`config.mk`:
```
export PLATFORM = sky130hd
export DESIGN_NAME = additive_voice
export DESIGN_NICKNAME = d
export VERILOG_FILES = /design/src/rtl/addvoice_pkg.sv /design/src/rtl/additive_phase_bank.sv /design/src/rtl/additive_voice.sv
export SDC_FILE = /design/constraint.sdc
export NUM_CORES = 1
export LEC_CHECK = 0
export ABC_AREA = 1
export BUFFER_PORTS_ARGS = -buffer_cell sky130_fd_sc_hd__buf_2
export CORE_UTILIZATION = 40
export CTS_BUF_LIST = sky130_fd_sc_hd__clkbuf_8
export CTS_CLUSTER_DIAMETER = 50
export DETAILED_ROUTE_END_ITERATION = 16
export PLACE_DENSITY = 0.6
export SLEW_MARGIN = 10
export SYNTH_ARGS = -nofsm -noshare
export SYNTH_HDL_FRONTEND = slang
export SYNTH_SLANG_ARGS = --single-unit
```
`constraint.sdc`:
```
create_clock -name clk -period 6.9 [get_ports clk]
set_input_delay 0.345 -clock clk [delete_from_list [all_inputs] [get_ports clk]]
set_output_delay 0.345 -clock clk [all_outputs]
set_load 0.05 [all_outputs]
```
`src/rtl/addvoice_pkg.sv`:
```
`default_nettype none
// +----------------------------------------------------------------------+
// | addvoice_pkg                                                          |
// | Shared types, widths and reset gains for the additive voice.          |
// | Revision: 1.0                                                         |
// +----------------------------------------------------------------------+
package addvoice_pkg;

  typedef enum logic [1:0] {
    ST_IDLE = 2'd0,
    ST_ADDR = 2'd1,
    ST_DATA = 2'd2,
    ST_DONE = 2'd3
  } state_t;

  localparam int ACC_W  = 22;
  localparam int GAIN_W = 4;

  // Reset gains halve per harmonic: {8,4,2,1}, zero beyond bin 3.
  localparam logic [GAIN_W-1:0] c_gain_rst_top = 4'd8;

  function automatic logic [GAIN_W-1:0] reset_gain(input int k);
    return c_gain_rst_top >> k;
  endfunction

endpackage
`default_nettype wire

```
`src/rtl/additive_phase_bank.sv`:
```
`default_nettype none
// +----------------------------------------------------------------------+
// | additive_phase_bank                                                   |
// | Per-bin phase accumulators with harmonic increments and read mux.     |
// | Revision: 1.0                                                         |
// +----------------------------------------------------------------------+
module additive_phase_bank #(
  parameter int NUM_BINS = 4,
  parameter int PHASE_W  = 24,
  parameter int LUT_AW   = 8,
  parameter int BIN_W    = 2
) (
  input  logic               clk,
  input  logic               rst_n,
  input  logic [PHASE_W-1:0] tune_word,
  input  logic               upd_en,
  input  logic [BIN_W-1:0]   upd_sel,
  input  logic [BIN_W-1:0]   rd_sel,
  output logic [LUT_AW-1:0]  rd_addr
);

  logic [PHASE_W-1:0] r_phase [NUM_BINS];
  logic [PHASE_W-1:0] w_inc   [NUM_BINS];

  // (k+1)*tune_word as a sum of shifted copies, one per set bit of k+1.
  always_comb begin
    for (int k = 0; k < NUM_BINS; k++) begin
      w_inc[k] = '0;
      for (int j = 0; j < 8; j++) begin
        if ((((k + 1) >> j) & 1) != 0) w_inc[k] = w_inc[k] + (tune_word << j);
      end
    end
  end

  always_ff @(posedge clk or negedge rst_n) begin
    if (!rst_n) begin
      for (int k = 0; k < NUM_BINS; k++) r_phase[k] <= '0;
    end else if (upd_en) begin
      for (int k = 0; k < NUM_BINS; k++) begin
        if (upd_sel == BIN_W'(k)) r_phase[k] <= r_phase[k] + w_inc[k];
      end
    end
  end

  assign rd_addr = r_phase[rd_sel][PHASE_W-1 -: LUT_AW];

endmodule
`default_nettype wire

```
`src/rtl/additive_voice.sv`:
```
`default_nettype none
// +----------------------------------------------------------------------+
// | additive_voice                                                        |
// | Frame-synchronous four-bin additive oscillator feeding the I2S DAC.   |
// | Optional saturation/clip detect: define ADDVOICE_SAT_EN.              |
// | Revision: 1.0                                                         |
// +----------------------------------------------------------------------+
module additive_voice
  import addvoice_pkg::*;
#(
  parameter int NUM_BINS   = 4,
  parameter int PHASE_W    = 24,
  parameter int LUT_AW     = 8,
  parameter int GAIN_SHIFT = 4
) (
  input  logic               clk,
  input  logic               rst_n,
  input  logic               lrck,
  input  logic [PHASE_W-1:0] tune_word,
  input  logic               gain_we,
  input  logic [1:0]         gain_sel,
  input  logic [3:0]         gain_data,
  output logic [LUT_AW-1:0]  lut_addr,
  input  logic [15:0]        lut_data,
  output logic [15:0]        sample_out,
  output logic               sample_valid,
  output logic               busy,
  output logic               overrun,
  output logic               clip
);

  localparam int BIN_W = (NUM_BINS > 1) ? $clog2(NUM_BINS) : 1;

  state_t              r_state, w_state_nxt;
  logic                r_lrck_q;
  logic                w_req;
  logic [BIN_W-1:0]    r_bin, w_addr_sel;
  logic                w_last, w_load_addr, w_phase_upd;
  logic [PHASE_W-1:0]  r_tune_sh;
  logic [GAIN_W-1:0]   r_gain    [NUM_BINS];
  logic [GAIN_W-1:0]   r_gain_sh [NUM_BINS];
  logic [ACC_W-1:0]    r_acc;
  logic [19:0]         w_prod;
  logic [LUT_AW-1:0]   w_rd_addr;
  logic [LUT_AW-1:0]   r_lut_addr;
  logic [15:0]         r_sample, w_sample_nxt;
  logic                r_valid, r_overrun;

  assign w_req  = lrck & ~r_lrck_q;
  assign w_last = (r_bin == BIN_W'(NUM_BINS - 1));
  assign w_prod = 20'(lut_data) * 20'(r_gain_sh[r_bin]);

  always_ff @(posedge clk or negedge rst_n) begin
    if (!rst_n) r_state <= ST_IDLE;
    else        r_state <= w_state_nxt;
  end

  always_comb begin
    w_state_nxt = r_state;
    unique case (r_state)
      ST_IDLE: if (w_req) w_state_nxt = ST_ADDR;
      ST_ADDR: w_state_nxt = ST_DATA;
      ST_DATA: w_state_nxt = w_last ? ST_DONE : ST_ADDR;
      ST_DONE: w_state_nxt = ST_IDLE;
      default: w_state_nxt = ST_IDLE;
    endcase
  end

  // The LUT address is registered on entry to ADDR so the data lands in DATA.
  always_comb begin
    busy        = (r_state != ST_IDLE);
    w_phase_upd = (r_state == ST_DATA);
    w_load_addr = ((r_state == ST_IDLE) && w_req) || ((r_state == ST_DATA) && !w_last);
    w_addr_sel  = (r_state == ST_IDLE) ? '0 : r_bin + 1'b1;
  end

  additive_phase_bank #(
    .NUM_BINS (NUM_BINS),
    .PHASE_W  (PHASE_W),
    .LUT_AW   (LUT_AW),
    .BIN_W    (BIN_W)
  ) u_phase_bank (
    .clk       (clk),
    .rst_n     (rst_n),
    .tune_word (r_tune_sh),
    .upd_en    (w_phase_upd),
    .upd_sel   (r_bin),
    .rd_sel    (w_addr_sel),
    .rd_addr   (w_rd_addr)
  );

  always_ff @(posedge clk or negedge rst_n) begin
    if (!rst_n) begin
      for (int k = 0; k < NUM_BINS; k++) r_gain[k] <= reset_gain(k);
    end else if (gain_we) begin
      for (int k = 0; k < NUM_BINS; k++) begin
        if (gain_sel == 2'(k)) r_gain[k] <= gain_data;
      end
    end
  end

  always_ff @(posedge clk or negedge rst_n) begin
    if (!rst_n) begin
      r_lrck_q   <= 1'b0;
      r_tune_sh  <= '0;
      for (int k = 0; k < NUM_BINS; k++) r_gain_sh[k] <= reset_gain(k);
      r_acc      <= '0;
      r_bin      <= '0;
      r_lut_addr <= '0;
      r_sample   <= '0;
      r_valid    <= 1'b0;
      r_overrun  <= 1'b0;
    end else begin
      r_lrck_q <= lrck;
      r_valid  <= 1'b0;
      if (w_req && busy) r_overrun <= 1'b1;
      if ((r_state == ST_IDLE) && w_req) begin
        r_tune_sh <= tune_word;
        r_gain_sh <= r_gain;
        r_acc     <= '0;
        r_bin     <= '0;
      end
      if (w_load_addr) r_lut_addr <= w_rd_addr;
      if (r_state == ST_DATA) begin
        r_acc <= r_acc + ACC_W'(w_prod);
        if (!w_last) r_bin <= r_bin + 1'b1;
      end
      if (r_state == ST_DONE) begin
        r_sample <= w_sample_nxt;
        r_valid  <= 1'b1;
      end
    end
  end

`ifdef ADDVOICE_SAT_EN
  logic [ACC_W-1:0] w_shifted;
  logic             w_over;
  logic             r_clip;

  assign w_shifted    = r_acc >> GAIN_SHIFT;
  assign w_over       = |w_shifted[ACC_W-1:16];
  assign w_sample_nxt = w_over ? 16'hFFFF : w_shifted[15:0];

  always_ff @(posedge clk or negedge rst_n) begin
    if (!rst_n)                           r_clip <= 1'b0;
    else if ((r_state == ST_DONE) && w_over) r_clip <= 1'b1;
  end

  assign clip = r_clip;
`else
  assign w_sample_nxt = 16'(r_acc >> GAIN_SHIFT);
  assign clip         = 1'b0;
`endif

  assign lut_addr     = r_lut_addr;
  assign sample_out   = r_sample;
  assign sample_valid = r_valid;
  assign overrun      = r_overrun;

endmodule
`default_nettype wire

```
==> summary.txt <==
Floorplan
  – I/O pins: 78
  – Core footprint: 41900 um^2
  – Die X: 208 um
  – Initial Utilization: about two fifths
  – Die Area: 43200 um^2
  – Die Y: slightly above 200 um
  – Rows: 75

Clocking
  – H-Tree Depth: 4
  – Clock Tree Buf Depth: 2
  – Total CTS buffers: 17
  – Num Clock Sinks: 200
  – Skew-Pair Late Insertion Delay: 0.53 ns
  – Number of setup buffers added after CTS: 0
  – Clk root buf: clkbuf_8
  – Worst-path clk slew: about 0.13 ns
  – TritonCTS clock tree: built

Worst setup path
  – Worst Path Class, Setup: flip-flop to flip-flop
  – Crit-path cells: inv_2, nand2_1, nand3_1, nand2_1, nor2_1, fa_1, fa_1, inv_1, fa_1, inv_1, ha_1, nand2_1, nor2_1, nand3_1, nand3b_1, nand2_1, nand2_1, nand2_1, nand3_1, nand2_1
  – Slowest Stage Delay on Critical Path: around 0.73 ns
  – Worst Setup End Kind: flip-flop
  – Worst Path Arrival: 5.17 ns
  – CP max FO: 17
  – Critical Path Slowest Stage Cell: dfrtp_1
  – Delay-heaviest family, CP: adder cells
  – Sum of buffers and inverters on the critical path: 3
  – Crit start category: flip-flop
  – Crit-path most repeated cell: nand2_1
  – Crit path required time: about 7.3 ns

Min path
  – Hold crit path type: primary input to flip-flop

Synthesis
  – Sequential share of the synthesized area: 29.6%
  – Post-Synthesis Cells: approximately 2.5k
  – Yosys reg bits: 200
  – Syn nets: 2769
  – Post-synth ARST share: 100%
  – Synthesis Warnings: 0
  – Post-synth EDFFs: 0
  – Prevailing post-synth register cell: dfrtp_1
  – Netlist Area Pre-Place: 17000 um^2
  – Synth Area per Inst: 6.71 um^2
  – Yosys cell types: 33

Detailed routing
  – Avg WL per Cell: between 15 and 20 um
  – DR DRC count: 0
  – Total routed wirelength: 48600 um
  – Pre-antenna DRT Iters: 5
  – Initial drt markers: ~980
  – Vias: 15.6k
  – Post-route antenna net violation count: 0
  – DR vias/cell: 4.93

Timing
  – Final Critical Period: 4.76 ns
  – Period Utilization, post-route: around 70%
  – Setup-failing EPs final: 0
  – Worst Tran Pin Value: 1.14 ns
  – Setup TNS: 0 ns
  – Max-slew headroom at the worst pin: between 20% and 30%
  – FMAX: around 210 MHz
  – Fin. Hold Viols: 0
  – Final Max Slew Viols: 0
  – RSZ-0062 raised after global routing: false
  – Clock skew: 0.0271 ns

Final layout
  – Area delta synth->final: 8.61%
  – Fillers: 4454
  – Reg area: 5010 um^2
  – Share of cells above drive strength 1: 5.61%
  – N_diodes: 0
  – Layout Nets: 2846
  – Area of the multi-input gates: 10200 um^2

Place
  – Hpwl dp: around 38000 um
  – Routability cong.: roughly 0.92
  – I/O Buffers: 76

Status
  – Run status: completed

Global route
  – Vias in the first global route: 15.2k
  – First-pass GRT wire length: between 70000 and 80000 um
  – Largest net degree at the start of global routing: 69
  – Initial antenna violation count: 0
  – GRT Overall Usage: 23.2%
  – GRT overflow: 0

Job
  – Max-Cap Viols: 0
## stage by stage
| stage | setup slack (ns) | utilization [%] | cell area [um^2] | instances | hold slack, ns |
|---|---|---|---|---|---|
| after global routing | 1.72 | 44.0 | 18400 | 3157 | 0.000743 |
| after global placement | 2.27 | 42.8 | 17900 | 3110 | 0.360 |
| after floorplan | 2.93 | - | 17000 | 2528 | 0.0494 |
| after CTS | 2.15 | 44.0 | 18400 | 3156 | 0.00235 |
| final | 2.14 | 44.0 | 18400 | 3157 | 0.0364 |
| after detailed placement | 2.19 | 42.8 | 17900 | 3110 | 0.360 |
## worst reg2reg max path, stage by stage (launching register included)
cell and delay, ns:
dfrtp_1 0.73, inv_2 0.27, nand2_1 0.13, nand3_1 0.07, nand2_1 0.41, nor2_1 0.14, fa_1 0.54, fa_1 0.55
inv_1 0.05, fa_1 0.49, inv_1 0.04, ha_1 0.35, nand2_1 0.12, nor2_1 0.18, nand3_1 0.10, nand3b_1 0.14
nand2_1 0.10, nand2_1 0.07, nand2_1 0.05, nand3_1 0.06, nand2_1 0.05
## cells in the final DEF (no fill, tap or decap), types with 18 or more instances in the layout
| cell type | Yosys | layout |
|---|---|---|
| dfrtp_1 | 192 | 192 |
| o21ai_0 | 100 | 100 |
| nand4_1 | 18 | 18 |
| ha_1 | 120 | 120 |
| buf_2 | 18 | 75 |
| nand2_1 | 989 | 989 |
| xnor2_1 | 30 | 30 |
| nor2_1 | 225 | 225 |
| a21oi_1 | 71 | 71 |
| nand3_1 | 152 | 152 |
| fa_1 | 71 | 71 |
| inv_1 | 395 | 396 |
| nand3b_1 | 38 | 38 |
## cells in the mapped netlist (all sizes together) (9+ instances only)
library cell / n / share of area [%]
nor2: 230 / 5.3
buf: 20 / 0.64
xor2: 13 / 0.67
inv: 404 / 9.0
dfrtp: 192 / 28
or2: 11 / 0.41
nand2: 989 / 22
o21ai: 100 / 3.0
nand3b: 38 / 1.7
fa: 71 / 8.4
nand3: 152 / 4.5
ha: 120 / 8.9
xnor2: 30 / 1.5
nand4: 18 / 0.66
o21bai: 9 / 0.40
clkbuf: 21 / 0.46
a21oi: 71 / 2.1
## routing by layer
metal / wire (um) / GRT usage [%] / vias to the layer above / share of wire [%]
met1: 22800 / 31.3 / 7196 / 47
met4: 1660 / 8.56 / 0 / 3.4
li1: - / - / 7956 / -
met3: 1790 / 2.90 / 70 / 3.7
met2: 22400 / 38.2 / 336 / 46
met5: 0 / 0 / - / 0
## registers in the layout (all words and copies together) (netlist names)
name	flops
r_state	2
overrun	1
lut_addr	8
sample_valid	1
u_phase_bank.r_phase	93
sample_out	16
r_bin	2
r_gain_sh	16
r_tune_sh	24
r_lrck_q	1
r_acc	20
r_gain	16
## cell type report
class | instances | share of cell area, %
multi-input combinational | 1883 | 55.6
sequential | 200 | 27.2
inverter | 404 | 8.24
tap | 539 | 3.66
timing repair buffer | 99 | 3.26
clock buffer | 17 | 1.27
clock inverter | 15 | 0.754
## cell families after synthesis
logic type | share of synthesized area (%)
XOR/XNOR | 2.22
flip-flops | 29.6
AO/OA/AOI/OAI | 6.11
AND/OR/NAND/NOR | 34.8
buffers and inverters | 10.1
adder cells (fa/ha/maj) | 17.2
other | 0.0221
## timing repair
item	4_1_cts	5_1_grt
resized for setup	0	0
hold endpoints to repair	73	1
hold buffers	14	1
## worst paths after layout
check	endpoint	slack, ns	start	cells past startpoint
setup / recovery	r_acc[18]	2.14	r_bin[0]	20
hold reg to reg	r_gain_sh[0]	0.47	r_gain[0]	2
min in group asynchronous	u_phase_bank.r_phase[86]	0.35	rst_n	2
max in group asynchronous	u_phase_bank.r_phase[22]	5.19	rst_n	3
hold / removal	r_tune_sh[9]	0.04	tune_word[9]	3
setup reg to reg	r_acc[18]	2.14	r_bin[0]	20
Power is left out: the tool's default activity adds up to more than one toggle a clock period on the data nets, which glitch-free logic cannot reach.
